<file path="src/rtl/prom2_eval_pkg.sv">
// Shared definitions for the prom2 evaluation scheduler.
//   state_t : scheduler FSM states (IDLE, SWEEP, DRAIN, DONE)
//   slot_t  : one pipeline slot {valid, is_sweep, vec}
//   VEC_W   : function input width (bit i drives xi)
//   N_VEC   : vectors per sweep (2^VEC_W)
//   CNT_W   : on-set counter width, wide enough to hold N_VEC
package prom2_eval_pkg;

    localparam int VEC_W = 8;
    localparam int N_VEC = 256;
    localparam int CNT_W = 9;

    typedef enum logic [1:0] {
        IDLE  = 2'd0,
        SWEEP = 2'd1,
        DRAIN = 2'd2,
        DONE  = 2'd3
    } state_t;

    typedef struct packed {
        logic             valid;
        logic             is_sweep;
        logic [VEC_W-1:0] vec;
    } slot_t;

endpackage

</file>
<file path="src/rtl/prom2_eval_sched_fn.sv">
// prom2_fn: purely combinational 8-input, 1-output prom2 function.
// Interchangeable with the synthesized netlist of the same function.
//   i_x : input vector, bit i drives xi
//   o_y : function value
module prom2_fn
    import prom2_eval_pkg::*;
(
    input  logic [VEC_W-1:0] i_x,
    output logic             o_y
);

    logic w_n14;
    logic w_n16;

    assign w_n14 = ~|i_x[5:0];
    assign w_n16 = i_x[0] & (|i_x[3:1]);
    assign o_y   = (i_x[7] ^ i_x[6]) & ~((w_n14 & ~i_x[6]) | w_n16);

endmodule

</file>
<file path="src/rtl/prom2_eval_sched.sv">
// prom2_eval_sched: time-shares one prom2_fn between single-vector lookups
// and an exhaustive sweep that counts the on-set. The function input and
// output are both registered, giving a 2-cycle request-to-response latency.
//   clk, rst     : clock, synchronous active-high reset
//   req_valid    : single-vector request
//   req_ready    : request accepted when req_valid & req_ready
//   req_vec      : vector to evaluate
//   rsp_valid    : one-cycle pulse carrying a single-request result
//   rsp_bit      : function value for that request (0 when rsp_valid is low)
//   sweep_start  : start-sweep pulse, honoured only in IDLE
//   sweep_busy   : high from the cycle after an accepted start until done
//   sweep_done   : one-cycle pulse at the end of a sweep
//   ones_count   : on-set size of the last completed sweep
module prom2_eval_sched
    import prom2_eval_pkg::*;
(
    input  logic             clk,
    input  logic             rst,
    input  logic             req_valid,
    output logic             req_ready,
    input  logic [VEC_W-1:0] req_vec,
    output logic             rsp_valid,
    output logic             rsp_bit,
    input  logic             sweep_start,
    output logic             sweep_busy,
    output logic             sweep_done,
    output logic [CNT_W-1:0] ones_count
);

    state_t           r_state;
    logic [VEC_W-1:0] r_idx;
    logic             r_drain;
    logic [CNT_W-1:0] r_cnt;
    logic [CNT_W-1:0] r_ones;
    logic             r_busy;
    logic             r_done;

    slot_t            w_slot_p0;
    slot_t            r_slot_p1;
    logic             w_y_p1;
    logic             r_vld_p2;
    logic             r_swp_p2;
    logic             r_y_p2;
    logic             w_accept;

    // A start in IDLE wins over a simultaneous request.
    assign req_ready = ~rst & (r_state == IDLE) & ~sweep_start;
    assign w_accept  = req_valid & req_ready;

    // Stage 0: pick the vector entering the function this cycle
    always_comb begin
        w_slot_p0 = '0;
        if (r_state == SWEEP) begin
            w_slot_p0.valid    = 1'b1;
            w_slot_p0.is_sweep = 1'b1;
            w_slot_p0.vec      = r_idx;
        end else if (w_accept) begin
            w_slot_p0.valid    = 1'b1;
            w_slot_p0.is_sweep = 1'b0;
            w_slot_p0.vec      = req_vec;
        end
    end

    // Stage 1: registered function input feeds the combinational function
    prom2_fn u_fn (
        .i_x (r_slot_p1.vec),
        .o_y (w_y_p1)
    );

    always_ff @(posedge clk) begin
        if (rst) begin
            r_state         <= IDLE;
            r_idx           <= '0;
            r_drain         <= 1'b0;
            r_cnt           <= '0;
            r_ones          <= '0;
            r_busy          <= 1'b0;
            r_done          <= 1'b0;
            r_slot_p1.valid <= 1'b0;
            r_vld_p2        <= 1'b0;
        end else begin
            r_done    <= 1'b0;
            r_slot_p1 <= w_slot_p0;
            r_vld_p2  <= r_slot_p1.valid;

            // Stage 2 sweep results feed the on-set counter; a fresh start
            // clears it, and no sweep result can be in flight then.
            if (r_vld_p2 && r_swp_p2 && r_y_p2) begin
                r_cnt <= r_cnt + CNT_W'(1);
            end

            case (r_state)
                IDLE: begin
                    if (sweep_start) begin
                        r_state <= SWEEP;
                        r_idx   <= '0;
                        r_cnt   <= '0;
                        r_busy  <= 1'b1;
                    end
                end
                SWEEP: begin
                    r_idx <= r_idx + VEC_W'(1);
                    if (r_idx == VEC_W'(N_VEC - 1)) begin
                        r_state <= DRAIN;
                        r_drain <= 1'b0;
                    end
                end
                DRAIN: begin
                    // Two cycles let the last vector clear both stages.
                    r_drain <= 1'b1;
                    if (r_drain) begin
                        r_state <= DONE;
                    end
                end
                DONE: begin
                    r_state <= IDLE;
                    r_ones  <= r_cnt;
                    r_done  <= 1'b1;
                    r_busy  <= 1'b0;
                end
                default: r_state <= IDLE;
            endcase
        end
    end

    // Stage 2: registered function output
    always_ff @(posedge clk) begin
        r_swp_p2 <= r_slot_p1.is_sweep;
        r_y_p2   <= w_y_p1;
    end

    assign rsp_valid  = r_vld_p2 & ~r_swp_p2;
    assign rsp_bit    = rsp_valid & r_y_p2;
    assign sweep_busy = r_busy;
    assign sweep_done = r_done;
    assign ones_count = r_ones;

endmodule

</file>
<file path="config.mk">
export PLATFORM = sky130hd
export DESIGN_NAME = prom2_eval_sched
export DESIGN_NICKNAME = d
export VERILOG_FILES = /design/src/rtl/prom2_eval_pkg.sv /design/src/rtl/prom2_eval_sched_fn.sv /design/src/rtl/prom2_eval_sched.sv
export SDC_FILE = /design/constraint.sdc
export NUM_CORES = 1
export LEC_CHECK = 0
export ABC_CLOCK_PERIOD_IN_PS = 2600
export CAP_MARGIN = 20
export CORE_MARGIN = 8
export CORE_UTILIZATION = 30
export DETAILED_ROUTE_END_ITERATION = 6
export DONT_BUFFER_PORTS = 1
export SYNTH_ARGS = -nofsm -noshare
export SYNTH_HDL_FRONTEND = slang
export SYNTH_SLANG_ARGS = --single-unit
</file>
<file path="constraint.sdc">
create_clock -name clk -period 2.6 [get_ports clk]
set_clock_uncertainty 0.1 [all_clocks]
set_input_delay 0.52 -clock clk [delete_from_list [all_inputs] [get_ports clk]]
set_output_delay 0.52 -clock clk [all_outputs]
set_load 0.01 [all_outputs]
</file>
==> results of run 1 <==
state kept, by name (all words and copies together) (netlist names):
signal / flops
r_y_p2: 1
sweep_busy: 1
r_swp_p2: 1
r_state: 2
r_slot_p1: 10
sweep_done: 1
r_drain: 1
r_vld_p2: 1
ones_count: 9
r_idx: 8
r_cnt: 9
per-layer routing:
metal	track usage, %	wire, um	vias to the layer above
li1	-	-	634
met1	9.36	1550	586
met2	13.9	1740	16
met3	2.96	179	5
met4	4.89	77	0
met5	0	0	-
cells by family (layout without fill, tap and decap cells):
kind of cell	Yosys count	after routing	synth area share (%)
AOI/OAI and AO/OA	27	27	9.72
xor gates and xnor gates	12	12	5.75
adders and majority gates	6	6	4.11
buffers and inverters	10	13	2.12
DFF	44	44	53.1
muxes	11	11	6.02
and+or+nand+nor	70	70	19.2
power groups by stage:
stage | Clock [W] | Combinational [W] | Sequential [W]
detailed placement | 0 | 0.000294 | 0.000812
CTS | 0.000623 | 0.000295 | 0.000796
floorplan | 0 | 0.000245 | 0.000801
global placement | 0 | 0.000289 | 0.000810
finish | 0.000608 | 0.000294 | 0.000796
global route | 0.000653 | 0.000341 | 0.000801
stage by stage:
step	instances	hold slack (ns)	cell area (um^2)
after floorplan	180	0.223	1830
after global placement	250	0.225	1900
after detailed placement	250	0.229	1900
after CTS	258	0.180	2030
after global routing	258	0.170	2030
final	258	0.190	2030
path summary, 6_finish.rpt:
kind                                      to  depth (start not counted)  slack [ns]                       start
setup reg to reg       r_idx[6]$_SDFFE_PP0P_                          6        0.55     r_state[1]$_SDFFE_PP0P_
hold reg to reg             r_swp_p2$_DFF_P_                          0        0.25  r_slot_p1[8]$_SDFFCE_PP1N_
setup / recovery                   req_ready                          4        0.47     r_state[1]$_SDFFE_PP0P_
hold / removal    ones_count[0]$_SDFFE_PP0P_                          1        0.19                         rst
cells in the final DEF (no fill, tap or decap), drive strengths merged, types with 6 or more instances in the layout:
master   n
a21oi   11
a22o     8
clkbuf   6
dfxtp   35
edfxtp   9
ha       6
mux2i   11
nand2    9
nor2    29
nor3     7
xnor2    8
layout make-up:
cell class	instances	area, um^2
Clock buffer	6	72.6
Clock inverter	2	60.1
Fill cell	606	3890
Inverter	5	18.8
Multi-Input combinational cell	126	818
Sequential cell	44	971
Tap cell	75	93.8
==> impl_metrics.env, run 1 <==
export IMPL_outcome="complete, no violations"
export IMPL_critical_path_cell_chain="inv_1 > ha_1 > or2b_1 > nor2_1"
export IMPL_synth_yosys_seq_area_share_pct=53.1
export IMPL_synth_edff_count=9
export IMPL_cts_sinks=44
export IMPL_critical_path_required_ns=1.98
export IMPL_end_kind="output port"
export IMPL_post_route_cells_drive_above_1_share_pct=4.92
export IMPL_antenna_found_initial=0
export IMPL_grt_max_degree=23
export IMPL_drt_total_wl_um=3550
export IMPL_hold_viol_final=0
export IMPL_place_ws_ns=0.559
export IMPL_yosys_area_top_type="sky130_fd_sc_hd__dfxtp_1"
export IMPL_top_post_synthesis_cells_by_area="sky130_fd_sc_hd__dfxtp_1 38%, sky130_fd_sc_hd__edfxtp_1 15%, sky130_fd_sc_hd__mux2i_1 6.0%, sky130_fd_sc_hd__nor2_1 6.0%, sky130_fd_sc_hd__ha_1 4.1%"
export IMPL_antenna_diode_count=0
export IMPL_tritoncts_clock_tree="done"
export IMPL_synthTopCellsByCount="35 x sky130_fd_sc_hd__dfxtp_1, 29 x sky130_fd_sc_hd__nor2_1, 11 x sky130_fd_sc_hd__a21oi_1, 11 x sky130_fd_sc_hd__mux2i_1"
export IMPL_dominantRegCellSynth="sky130_fd_sc_hd__dfxtp_1"
export IMPL_synth_most_common_cell="sky130_fd_sc_hd__dfxtp_1"
export IMPL_floorplan_die_width_um=94.1
export IMPL_placement_io_buffers=0
export IMPL_yosysWarnings=0
export IMPL_drt_pass1_iterations=4
export IMPL_slew_at_the_pin_with_the_worst_max_slew_slack_ns=0.661
export IMPL_gr_usage_all_layers_pct=8.51
export IMPL_power_share_sequential_pct=46.9
export IMPL_synthArstFlopShare_pct=0
export IMPL_first_global_vias=1167
export IMPL_syn_num_nets=198
export IMPL_number_of_instances_in_the_synthesized_netlist=180
export IMPL_grt_first_pass_wirelength_um=5790
export IMPL_post_synth_top_area_fraction_pct=38.3
export IMPL_numCtsBuffers=5
export IMPL_detail_route_wl_per_cell_um=13.7
export IMPL_cpLargestDelayFamily="simple AND/OR/NAND/NOR gates"
export IMPL_gr_total_overflow=0
export IMPL_detailedPlacementHpwl_um=2600
export IMPL_core_area_um2=5920
export IMPL_finish_net_count=200
export IMPL_drtIter0Drc=51
export IMPL_hold_path_class="in2reg"
export IMPL_vias=1241
export IMPL_synth_area_um2=1830
export IMPL_drcViolationCount=0
export IMPL_signal_arrival_time_at_the_worst_endpoint_ns=1.51
export IMPL_die_area_um2=8850
export IMPL_vdd_ir_drop_worst_mv=0.314
export IMPL_floorplan_io_pins=26
export IMPL_ys_seq_elements=44
export IMPL_setup_slack_ns=0.474
export IMPL_master_of_the_slowest_instance_on_the_critical_path="sky130_fd_sc_hd__dfxtp_1"
export IMPL_switching_share_pct=26.8
export IMPL_max_clock_freq_mhz=470
export IMPL_comb_power_share_pct=17.3
export IMPL_final_core_utilization_pct=34.4
export IMPL_timing_setup_tns_ns=0
export IMPL_area_growth_synth_to_final_pct=11.3
export IMPL_cpPeakStageDelay_ns=0.33
export IMPL_setup_violations_final=0
export IMPL_critPathBufInv=1
export IMPL_final_min_period_over_clock_period_pct=81.8
export IMPL_finalWeightedCongestion=0.806
export IMPL_hold_buffers=0
export IMPL_power_switching_w=0.000455
export IMPL_syn_mean_instance_area_um2=10.2
export IMPL_worst_slew_margin_rel_pct=55.9
export IMPL_timing_final_max_slew_violations=0
export IMPL_clk_pin_slew_worst_paths_ns=0.08
export IMPL_cts_root_buffer_cell="sky130_fd_sc_hd__clkbuf_8"
export IMPL_cts_resized=0
export IMPL_dieHeight_um=94.1
export IMPL_antenna_violating_nets_post_route=0
export IMPL_route_detailed_vias_per_inst=4.81
export IMPL_synth_lib_cells_used_distinct=33
export IMPL_report_power_total_w=0.00170
export IMPL_worst_path_max_fanout=6
export IMPL_maxCapViolCount=0
export IMPL_clock_insertion_delay_worst_skew_ns=0.29
export IMPL_rows=28
export IMPL_start_util_pct=30.9
export IMPL_rsz0062_at_grt="false"
export IMPL_design_internal_power_w=0.00124
export IMPL_power_leakage_nw=0.709
export IMPL_worstSetupPathType="reg2out"
export IMPL_clock_tree_htree_level_count=2
export IMPL_clockBufferDepth=2
export IMPL_worst_setup_path_start_kind="register"
export IMPL_finalCriticalPeriod_ns=2.13
export IMPL_power_frac_clock_pct=35.8
export IMPL_postCtsSetupRepairBufs=0
export IMPL_power_density_nw_per_um2=834
(Power assumes the default switching activity.)
==> run 2, diff against run 1 <==
--- a/config.mk
+++ b/config.mk
@@ -5,7 +5,7 @@
 export SDC_FILE = /design/constraint.sdc
 export NUM_CORES = 1
 export LEC_CHECK = 0
-export ABC_CLOCK_PERIOD_IN_PS = 2600
+export ABC_CLOCK_PERIOD_IN_PS = 2200
 export CAP_MARGIN = 20
 export CORE_MARGIN = 8
 export CORE_UTILIZATION = 30
==> constraint.sdc (replaced) <==
create_clock -name clk -period 2.2 [get_ports clk]
set_clock_uncertainty 0.1 [all_clocks]
set_input_delay 0.44 -clock clk [delete_from_list [all_inputs] [get_ports clk]]
set_output_delay 0.44 -clock clk [all_outputs]
set_load 0.01 [all_outputs]
==> run 2 against run 1 <==
- sequential share of layout area rose by 0.68 points
- sequential power increased by 18%
- flip-flop and latch count did not move
- largest power group unchanged
==> impl_metrics.env, run 2 (synthesis gave the netlist of run 1 again) <==
export IMPL_outcome="complete, no violations"
export IMPL_grt_first_pass_wirelength_um=5740
export IMPL_final_min_period_over_clock_period_pct=91.2
export IMPL_hold_buffers=0
export IMPL_ff2ff_setup_slack_ns=0.37
export IMPL_master_of_the_slowest_instance_on_the_critical_path="sky130_fd_sc_hd__dfxtp_1"
export IMPL_drt_total_wl_um=3470
export IMPL_cts_resized=0
export IMPL_critPathBufInv=1
export IMPL_most_frequent_cells_in_the_layout="35 x sky130_fd_sc_hd__dfxtp_1, 29 x sky130_fd_sc_hd__nor2_1, 11 x sky130_fd_sc_hd__a21oi_1, 11 x sky130_fd_sc_hd__mux2i_1"
export IMPL_core_area_um2=5920
export IMPL_drtIter0Drc=63
export IMPL_hold_viol_final=0
export IMPL_slew_at_the_pin_with_the_worst_max_slew_slack_ns=0.670
export IMPL_gr_total_overflow=0
export IMPL_postCtsSetupRepairBufs=0
export IMPL_antenna_diode_count=0
export IMPL_gr_usage_all_layers_pct=8.31
export IMPL_r2r_start="r_state[1]$_SDFFE_PP0P_"
export IMPL_tritoncts_clock_tree="done"
export IMPL_use_met2_pct=13.8
export IMPL_drt_pass1_iterations=4
export IMPL_detail_route_wl_per_cell_um=13.3
export IMPL_register_with_the_most_flip_flops="r_slot_p1"
export IMPL_final_core_utilization_pct=33.9
export IMPL_clock_insertion_delay_worst_skew_ns=0.29
export IMPL_timing_hold_worst_start="rst"
export IMPL_number_of_flip_flops_in_the_largest_register=10
export IMPL_busiest_layer="met2"
export IMPL_vias=1223
export IMPL_floorplan_die_width_um=94.1
export IMPL_post_route_cells_drive_above_1_share_pct=5.91
export IMPL_hold_depth=1
export IMPL_multiInputGateArea_um2=818
export IMPL_mostFrequentLayoutCell="sky130_fd_sc_hd__dfxtp_1"
export IMPL_cell_depth_of_the_worst_flop_to_flop_path=6
export IMPL_cpPeakStageDelay_ns=0.34
export IMPL_clk_pin_slew_worst_paths_ns=0.08
export IMPL_detailedPlacementHpwl_um=2620
export IMPL_timing_final_max_slew_violations=0
export IMPL_first_global_vias=1161
export IMPL_register_area_um2=971
export IMPL_timing_hold_worst_endpoint="r_state[1]$_SDFFE_PP0P_"
export IMPL_worst_path_max_fanout=6
export IMPL_end_kind="output port"
export IMPL_finalWeightedCongestion=0.800
export IMPL_drcViolationCount=0
export IMPL_globalRouteMet1Util_pct=9.27
export IMPL_place_ws_ns=0.400
export IMPL_worst_slew_margin_rel_pct=55.4
export IMPL_signal_arrival_time_at_the_worst_endpoint_ns=1.47
export IMPL_antenna_violating_nets_post_route=0
export IMPL_clock_tree_htree_level_count=2
export IMPL_critical_path_cell_chain="inv_1 > ha_1 > or2b_1 > nor2_1"
export IMPL_cts_root_buffer_cell="sky130_fd_sc_hd__clkbuf_8"
export IMPL_rsz0062_at_grt="false"
export IMPL_setup_violations_final=0
export IMPL_vdd_ir_drop_worst_mv=0.301
export IMPL_worst_setup_path_start_kind="register"
export IMPL_clockBufferDepth=2
export IMPL_power_density_nw_per_um2=891
export IMPL_cpLargestDelayFamily="simple AND/OR/NAND/NOR gates"
export IMPL_finish_net_count=203
export IMPL_finalCriticalPeriod_ns=2.01
export IMPL_max_clock_freq_mhz=498
export IMPL_antenna_found_initial=0
export IMPL_reg2reg_end="r_slot_p1[7]$_DFFE_PN_"
export IMPL_hold_path_class="in2reg"
export IMPL_floorplan_io_pins=26
export IMPL_area_growth_synth_to_final_pct=9.72
export IMPL_filler_cells=588
export IMPL_grt_met3_usage_pct=2.64
export IMPL_numCtsBuffers=5
export IMPL_maxCapViolCount=0
export IMPL_worstSetupPathType="reg2out"
export IMPL_dieHeight_um=94.1
export IMPL_rows=28
export IMPL_route_detailed_vias_per_inst=4.69
export IMPL_grt_max_degree=23
export IMPL_timing_setup_tns_ns=0
export IMPL_critical_path_required_ns=1.66
export IMPL_start_util_pct=30.9
export IMPL_cts_sinks=44
export IMPL_placement_io_buffers=0
export IMPL_setup_slack_ns=0.193
export IMPL_die_area_um2=8850
export IMPL_power_leakage_nw=0.700
[run 2: metal layers]
metal,routed length (um),up-vias
met3,168,2
met5,0,-
met4,44,0
met1,1530,555
li1,-,642
met2,1730,24
[run 2: worst max-delay path by stage]
stage / slack [ns] / depth (start not counted) / from / endpoint
global route: 0.05 / 4 / r_state[1]$_SDFFE_PP0P_ / req_ready
finish: 0.19 / 4 / r_state[1]$_SDFFE_PP0P_ / req_ready
global placement: 0.47 / 6 / r_state[0]$_SDFFE_PP0P_ / r_slot_p1[7]$_DFFE_PN_
detailed placement: 0.40 / 6 / r_state[0]$_SDFFE_PP0P_ / r_slot_p1[2]$_DFFE_PN_
CTS: 0.16 / 4 / r_state[1]$_SDFFE_PP0P_ / req_ready
floorplan: 0.55 / 6 / r_state[1]$_SDFFE_PP0P_ / r_idx[7]$_SDFFE_PP0P_
[run 2: area by class of cell]
class	count	share of cell area (%)
tap	75	4.68
timing repair buffer	3	1.12
multi-input combinational	126	40.8
inverter	5	0.936
clock inverter	1	0.250
sequential	44	48.4
clock buffer	7	3.81
[run 2: power by group]
group / switching (W) / internal, W
clock network: 0.000247 / 0.000223
logic: 0.000228 / 0.000146
registers: 0.0000493 / 0.000894
[run 2: metrics by stage]
stage / hold slack (ns) / instance area [um^2] / total power, W / cells
global placement: 0.228 / 1920 / 0.00134 / 253
floorplan: 0.223 / 1830 / 0.00124 / 180
finish: 0.111 / 2010 / 0.00179 / 261
detailed placement: 0.241 / 1920 / 0.00134 / 253
global route: 0.0865 / 2010 / 0.00190 / 261
CTS: 0.0989 / 2010 / 0.00181 / 261
==> run 3, diff against run 2 <==
--- a/config.mk
+++ b/config.mk
@@ -11,6 +11,8 @@
 export CORE_UTILIZATION = 30
 export DETAILED_ROUTE_END_ITERATION = 6
 export DONT_BUFFER_PORTS = 1
+export GPL_ROUTABILITY_DRIVEN = 0
+export PLACE_DENSITY = 0.47
 export SYNTH_ARGS = -nofsm -noshare
 export SYNTH_HDL_FRONTEND = slang
 export SYNTH_SLANG_ARGS = --single-unit
==> run 3 against run 2 <==
- sequential power hardly changed
- setup slack got worse by 0.031 ns
- final area rose by 1.6%
- non-clock buffer count shrank 1
- first-iteration DRC count grew 11%
- final cell count fell by 0.38%
- critical path depth unchanged
- routed wire length rose by 5.8%
- flip-flop and latch count unchanged
- critical endpoint unchanged
- largest cell class unchanged
==> impl_metrics.env, run 3 (synthesis gave the netlist of run 1 again) <==
export IMPL_number_of_flip_flops_in_the_largest_register=10
export IMPL_antenna_found_initial=0
export IMPL_crit_start="r_state[1]$_SDFFE_PP0P_"
export IMPL_clock_insertion_delay_worst_skew_ns=0.29
export IMPL_hold_viol_final=0
export IMPL_report_power_total_w=0.00194
export IMPL_master_of_the_slowest_instance_on_the_critical_path="sky130_fd_sc_hd__dfxtp_1"
export IMPL_timing_setup_tns_ns=0
export IMPL_power_density_nw_per_um2=951
export IMPL_drt_total_wl_um=3680
export IMPL_maxCapViolCount=0
export IMPL_vias=1256
export IMPL_drtIter0Drc=70
export IMPL_slew_at_the_pin_with_the_worst_max_slew_slack_ns=0.621
export IMPL_floorplan_die_width_um=94.1
export IMPL_grt_max_degree=23
export IMPL_final_cell_area_um2=2040
export IMPL_cell_depth_of_the_worst_flop_to_flop_path=6
export IMPL_first_global_vias=1227
export IMPL_reg2reg_end="r_slot_p1[4]$_DFFE_PN_"
export IMPL_cts_root_buffer_cell="sky130_fd_sc_hd__clkbuf_8"
export IMPL_numCtsBuffers=5
export IMPL_placedInstanceArea_um2=1920
export IMPL_mostFrequentLayoutCell="sky130_fd_sc_hd__dfxtp_1"
export IMPL_timing_final_max_slew_violations=0
export IMPL_floorplan_io_pins=26
export IMPL_hold_buffers=0
export IMPL_clockBufferDepth=2
export IMPL_register_with_the_most_flip_flops="r_slot_p1"
export IMPL_dieHeight_um=94.1
export IMPL_cts_resized=0
export IMPL_clock_tree_htree_level_count=2
export IMPL_worst_path_max_fanout=6
export IMPL_area_growth_synth_to_final_pct=11.5
export IMPL_drcViolationCount=0
export IMPL_grt_first_pass_wirelength_um=5990
export IMPL_gr_usage_all_layers_pct=8.64
export IMPL_cpLargestDelayFamily="simple AND/OR/NAND/NOR gates"
export IMPL_finalCriticalPeriod_ns=2.04
export IMPL_crit_cells=4
export IMPL_power_leakage_nw=0.716
export IMPL_cpPeakStageDelay_ns=0.34
export IMPL_max_clock_freq_mhz=491
export IMPL_core_area_um2=5920
export IMPL_rsz0062_at_grt="false"
export IMPL_start_util_pct=30.9
export IMPL_placement_io_buffers=0
export IMPL_clk_pin_slew_worst_paths_ns=0.08
export IMPL_setup_violations_final=0
export IMPL_final_core_utilization_pct=34.4
export IMPL_hold_path_class="in2reg"
export IMPL_route_detailed_vias_per_inst=4.83
export IMPL_post_route_cells_drive_above_1_share_pct=6.49
export IMPL_cts_sinks=44
export IMPL_antenna_violating_nets_post_route=0
export IMPL_critical_path_cell_chain="inv_1 > ha_1 > or2b_1 > nor2_1"
export IMPL_r2r_start="r_state[1]$_SDFFE_PP0P_"
export IMPL_outcome="complete, no violations"
export IMPL_drt_pass1_iterations=4
export IMPL_detail_route_wl_per_cell_um=14.1
export IMPL_postCtsSetupRepairBufs=0
export IMPL_critPathBufInv=1
export IMPL_die_area_um2=8850
export IMPL_critical_path_endpoint="req_ready"
export IMPL_tritoncts_clock_tree="done"
export IMPL_finish_net_count=202
export IMPL_worst_slew_margin_rel_pct=58.6
export IMPL_signal_arrival_time_at_the_worst_endpoint_ns=1.50
export IMPL_worst_setup_path_start_kind="register"
export IMPL_antenna_diode_count=0
export IMPL_end_kind="output port"
export IMPL_ff2ff_setup_slack_ns=0.33
export IMPL_detailedPlacementHpwl_um=2700
export IMPL_final_min_period_over_clock_period_pct=92.6
export IMPL_vdd_ir_drop_worst_mv=0.469
export IMPL_gr_total_overflow=0
export IMPL_rows=28
export IMPL_worstSetupPathType="reg2out"
export IMPL_most_frequent_cells_in_the_layout="35 x sky130_fd_sc_hd__dfxtp_1, 29 x sky130_fd_sc_hd__nor2_1, 11 x sky130_fd_sc_hd__a21oi_1, 11 x sky130_fd_sc_hd__mux2i_1"
export IMPL_critical_path_required_ns=1.66
## run 3: cell count changes in the layout (fill, tap and decap cells not counted), sizes merged
cell    previous run  this run
clkbuf             7         8
buf                3         2
clkinv             1         0
## run 3: layout make-up
type	instances	area [um^2]
fillers	596	3880
multi-input cells	126	818
inverters	5	18.8
flip-flops and latches	44	971
repair buffers	2	15.0
clock buffers	8	121
well taps	75	93.8
## run 3: power breakdown
group / switching, W / internal, W / total, W / leakage (nW)
Clock: 0.000261 / 0.000355 / 0.000616 / 0.0627
Combinational: 0.000240 / 0.000141 / 0.000381 / 0.277
Sequential: 0.0000484 / 0.000894 / 0.000942 / 0.376
Total: 0.000550 / 0.00139 / 0.00194 / 0.716
## run 3: how the worst min path moves through the flow
stage / start / to / slack, ns / cells after the start
floorplan: r_slot_p1[8]$_SDFFCE_PP1N_ / r_swp_p2$_DFF_P_ / 0.22 / 0
global placement: r_slot_p1[8]$_SDFFCE_PP1N_ / r_swp_p2$_DFF_P_ / 0.23 / 0
detailed placement: r_slot_p1[8]$_SDFFCE_PP1N_ / r_swp_p2$_DFF_P_ / 0.23 / 0
CTS: rst / sweep_done$_SDFF_PP0_ / 0.1 / 1
global route: rst / ones_count[3]$_SDFFE_PP0P_ / 0.09 / 1
finish: rst / r_state[1]$_SDFFE_PP0P_ / 0.11 / 1
## run 3: per-layer routing
layer	vias up	routed length, um	part of all wire (%)	track usage (%)
li1	640	-	-	-
met1	592	1670	45	9.98
met2	22	1760	48	13.9
met3	2	222	6.0	3.52
met4	0	23	0.63	3.30
met5	-	0	0	0
## run 3: per-stage QoR
step | hold slack (ns) | std cells | setup WS [ns]
final | 0.110 | 260 | 0.162
after global routing | 0.0922 | 260 | 0.0751
after CTS | 0.0983 | 260 | 0.149
after detailed placement | 0.227 | 252 | 0.359
after global placement | 0.230 | 252 | 0.465
after floorplan | 0.223 | 180 | 0.550
==> RTL change 1, RTL diff (flow settings as in run 3) <==
Set the package constant `CNT_W` to 13 (it was 9).
--- a/src/rtl/prom2_eval_pkg.sv
+++ b/src/rtl/prom2_eval_pkg.sv
@@ -8,7 +8,7 @@
 
     localparam int VEC_W = 8;
     localparam int N_VEC = 256;
-    localparam int CNT_W = 9;
+    localparam int CNT_W = 13;
 
     typedef enum logic [1:0] {
         IDLE  = 2'd0,
Interface: changed (resized ones_count); port bits go from 26 to 30. No check against the original RTL was run, so the function may have changed too.
==> RTL change 1 against run 3 <==
Total power grew 5.1%. Worst setup slack gained 0.14 ns. Hold slack lost 0.0022 ns. Synthesized area grew 19%. Non-clock buffer count grew 1. First-iteration DRC count shrank 16%. Final area grew 17%. Sequential cell count grew 8. Wire length grew 23%.
==> RTL change 1: results (changes against run 3) <==
| Metric | Value |
|---|---|
| Slowest CP cell | `dfxtp_1` |
| Critical path's largest stage delay | `0.34 ns (about the same)` |
| Final Hold Viols | `0 (unchanged)` |
| Synth area leaders | `dfxtp_1 40%, edfxtp_1 12%, mux2i_1 6.4%, nor2_1 5.2%, a21oi_1 4.1%` |
| Outcome | `complete, no violations` |
| GRT Resource Usage Total | `9.36% (+0.72 points)` |
| Largest net degree at the start of global routing | `28 (+22%)` |
| Sequential fraction of the synthesis area | `52.0% (-1.1 points)` |
| Initial antenna violation count | `0 (unchanged)` |
| Detailed Route Iter0 Violations | `59 (-16%)` |
| CP top delay family | `flip-flops` |
| Yosys cell types | `34 (+3.0%)` |
| HPWL after detailed placement | `3280 um (+22%)` |
| Crit path DAT | `1.36 ns (-0.14 ns)` |
| Max FO, Critical Path | `7 (+1)` |
| Initial DRT Pass Iterations | `4 (unchanged)` |
| H-tree levels | `2 (unchanged)` |
| First-pass GRT wire length | `7530 um (+26%)` |
| Hold WC Path Type | `in -> reg` |
| CTS buffer count | `5 (unchanged)` |
| Measured slew at the worst slew-check pin | `0.529 ns (-0.0919 ns)` |
| Count of port buffers added during placement | `0 (unchanged)` |
| Worst-path clk slew | `0.09 ns` |
| Post-synthesis net count | `240 (+21%)` |
| Synth async-reset ratio | `0% (unchanged)` |
| Maximum vdd drop | `0.000295 V (-37%)` |
| Vias per std cell | `4.74 (-1.9%)` |
| Number of gates resized after CTS | `0 (unchanged)` |
| CTS root buf | `clkbuf_8` |
| Vias after detailed routing | `1536 (+22%)` |
| CTS max path bufs | `2 (unchanged)` |
| Post-synth top cells | `43 x dfxtp_1, 30 x nor2_1, 18 x a21oi_1` |
| Static leakage | `0.787 nW (+10%)` |
| Layout filler cell count | `765 (+28%)` |
| Placed insts | `316 (+25%)` |
| Ys Warns | `0 (unchanged)` |
| Share of cells above drive strength 1 | `5.78% (-0.71 points)` |
| Post-Syn Instances | `222 (+23%)` |
| Final wirelength | `4530 um (+23%)` |
| Later-pin clock latency in the skew report | `around 0.3 ns` |
[RTL change 1: logic make-up after synthesis]
group	share of synthesized area [%]
compound gates	10.4
xor+xnor	4.43
fa+ha+maj	3.45
buf+inv	2.53
flops	52.0
mux	6.45
simple gates	20.7
[RTL change 1: layout make-up]
cell class | count | area [um^2] | share of cell area [%]
Sequential cell | 52 | 1130 | 47.6
Multi-Input combinational cell | 156 | 987 | 41.5
Tap cell | 99 | 124 | 5.21
Clock buffer | 8 | 90.1 | 3.79
Timing Repair Buffer | 3 | 22.5 | 0.947
Inverter | 6 | 22.5 | 0.947
[RTL change 1: path summary, 6_finish.rpt]
path	slack (ns)	to	cells after the start	startpoint
max	0.30	req_ready	4	r_state[1]
min	0.11	r_idx[2]	1	rst
max reg2reg	0.30	r_slot_p1[0]	6	r_state[1]
min reg2reg	0.25	r_swp_p2	0	r_slot_p1[8]
[RTL change 1: layer usage]
metal	global-route usage, %	share of wire (%)	up-vias	routed length [um]
met3	3.25	4.9	2	221
met1	11.8	47	725	2150
li1	-	-	785	-
met4	3.44	1.0	0	47
met5	0	0	-	0
met2	14.4	47	24	2110
[RTL change 1: through the flow]
stage	total power (W)	hold slack (ns)	cell area, um^2	setup slack [ns]
3_3_place_gp	0.00152	0.228	2290	0.365
5_1_grt	0.00218	0.0815	2380	0.0782
2_1_floorplan	0.00141	0.223	2170	0.506
4_1_cts	0.00208	0.0903	2380	0.265
3_5_place_dp	0.00151	0.230	2290	0.325
6_report	0.00204	0.108	2380	0.299
[RTL change 1: power by group]
| group | internal [W] | switching [W] | total (W) |
|---|---|---|---|
| clock | 0.000257 | 0.000296 | 0.000553 |
| combinational | 0.000145 | 0.000252 | 0.000398 |
| sequential | 0.00104 | 0.0000497 | 0.00109 |
| total | 0.00144 | 0.000598 | 0.00204 |
==> RTL change 2, RTL diff (flow settings as in run 3) <==
Without the edit above. Register the input `sweep_start` before use, cleared by the reset. The logic sees it one clock later. The other inputs are not delayed to match.
--- a/src/rtl/prom2_eval_sched.sv
+++ b/src/rtl/prom2_eval_sched.sv
@@ -27,6 +27,16 @@
     output logic [CNT_W-1:0] ones_count
 );
 
+    logic sweep_start_q;
+
+    always_ff @(posedge clk) begin
+        if (rst) begin
+            sweep_start_q <= '0;
+        end else begin
+            sweep_start_q <= sweep_start;
+        end
+    end
+
     state_t           r_state;
     logic [VEC_W-1:0] r_idx;
     logic             r_drain;
@@ -44,7 +54,7 @@
     logic             w_accept;
 
     // A start in IDLE wins over a simultaneous request.
-    assign req_ready = ~rst & (r_state == IDLE) & ~sweep_start;
+    assign req_ready = ~rst & (r_state == IDLE) & ~sweep_start_q;
     assign w_accept  = req_valid & req_ready;
 
     // Stage 0: pick the vector entering the function this cycle
@@ -91,7 +101,7 @@
 
             case (r_state)
                 IDLE: begin
-                    if (sweep_start) begin
+                    if (sweep_start_q) begin
                         r_state <= SWEEP;
                         r_idx   <= '0;
                         r_cnt   <= '0;
Behaviour: not the same (a bounded check fails within 4 cycles, from zero or initial values and one cycle with rst high).
==> RTL change 2 against run 3 <==
Worst setup slack better by 0.13 ns. Synthesized area is 2.3% higher. Total power is 4.4% lower. Wire length hardly changed. Final area is 0.43% higher. First-iteration DRC count is 40% lower. Combinational power is 4% lower. Largest cell class unchanged. Sequential cell count is 1 higher.
==> RTL change 2: results (changes against run 3) <==
| Metric | Value |
|---|---|
| Vias in the first global route | `1258 (+2.5%)` |
| Share of cells above drive strength 1 | `6.35% (-0.14 points)` |
| Detailed Route Iter0 Violations | `42 (-40%)` |
| Post-synthesis mux area share | `5.89% (-0.14 points)` |
| Post-synth top cells | `36 x dfxtp_1, 30 x nor2_1, 11 x mux2i_1, 11 x nand2_1, 10 x a21oi_1` |
| CP top delay family | `simple AND/OR/NAND/NOR gates` |
| Layout Nets | `206 (+2.0%)` |
| Antenna diodes | `0 (unchanged)` |
| Yosys cell types | `32 (-3.0%)` |
| Hold WS | `0.0997 ns (-0.0107 ns)` |
| Worst R2R Start | `r_state[1]` |
| Post-synthesis net count | `203 (+2.5%)` |
| Static leakage | `0.711 nW (-0.62%)` |
| Cell Count, Final, Fillers Out | `264 (+1.5%)` |
| Setup Buffers After CTS | `0 (unchanged)` |
| CP Capture Point | `req_ready` |
| XOR/XNOR share of the synthesized area | `5.62% (-0.13 points)` |
| Outcome | `complete, no violations` |
| Initial antenna violation count | `0 (unchanged)` |
| Post-layout min period | `1.91 ns (-0.127 ns)` |
| Post-Synth Adder-Cell Area | `4.01% (-0.093 points)` |
| Largest register FFs | `10 (unchanged)` |
| Measured slew at the worst slew-check pin | `0.611 ns (-0.0103 ns)` |
| CTS root buf | `clkbuf_8` |
| Hold Path Origin | `rst` |
| First-pass GRT wire length | `6000 um (+0.12%)` |
| Compound-Gate Fraction of Synth Area | `9.90% (+0.18 points)` |
| Worst r2r dst | `r_slot_p1[7]` |
| Largest register by flop count | `r_slot_p1` |
| Synth async-reset ratio | `0% (unchanged)` |
| Final Cycle Share | `86.9% (-5.8 points)` |
| Ys Warns | `0 (unchanged)` |
| Worst slack, placed | `0.358 ns (-0.000993 ns)` |
| Avg Cell Area, Syn | `10.1 um^2 (-0.44%)` |
| Hold WC Path Type | `in -> reg` |
| Maximum vdd drop | `0.000342 V (-27%)` |
| WHS Endpoint | `r_idx[0]` |
| Number of gates resized after CTS | `0 (unchanged)` |
| Routed len/inst | `13.9 um (-1.4%)` |
| EDFF count, synth | `9 (unchanged)` |
| Max FO, Critical Path | `6 (unchanged)` |
| Largest net degree at the start of global routing | `24 (+4.3%)` |
| GRT Resource Usage Total | `8.69% (+0.043 points)` |
| Synth area leaders | `dfxtp_1 39%, edfxtp_1 14%, nor2_1 6.0%, mux2i_1 5.9%, ha_1 4.0%` |
| Vias per std cell | `4.81 (-0.42%)` |
| Crit path DAT | `1.37 ns (-0.13 ns)` |
| Sequential fraction of the synthesis area | `53.0% (-0.14 points)` |
| HPWL after detailed placement | `2700 um (about the same)` |
| Placed Area | `1950 um^2 (+2.0%)` |
## RTL change 2: where the power goes
| group | leakage, nW | total, W | internal, W | switching [W] |
|---|---|---|---|---|
| clock | 0.0491 | 0.000530 | 0.000230 | 0.000300 |
| combinational | 0.278 | 0.000365 | 0.000138 | 0.000226 |
| sequential | 0.385 | 0.000960 | 0.000912 | 0.0000473 |
## RTL change 2: cell type report
class | instances | area [um^2]
clock buffer | 5 | 68.8
clock inverter | 3 | 23.8
fill | 600 | 3940
inverter | 4 | 15.0
multi-input combinational | 130 | 840
sequential | 45 | 991
tap | 75 | 93.8
timing repair buffer | 2 | 15.0
## RTL change 2: per-layer routing
layer | vias up | share of wire, % | track usage [%]
li1 | 656 | - | -
met1 | 587 | 45 | 9.29
met2 | 21 | 48 | 14.1
met3 | 6 | 5.4 | 3.49
met4 | 0 | 2.1 | 5.33
met5 | - | 0 | 0
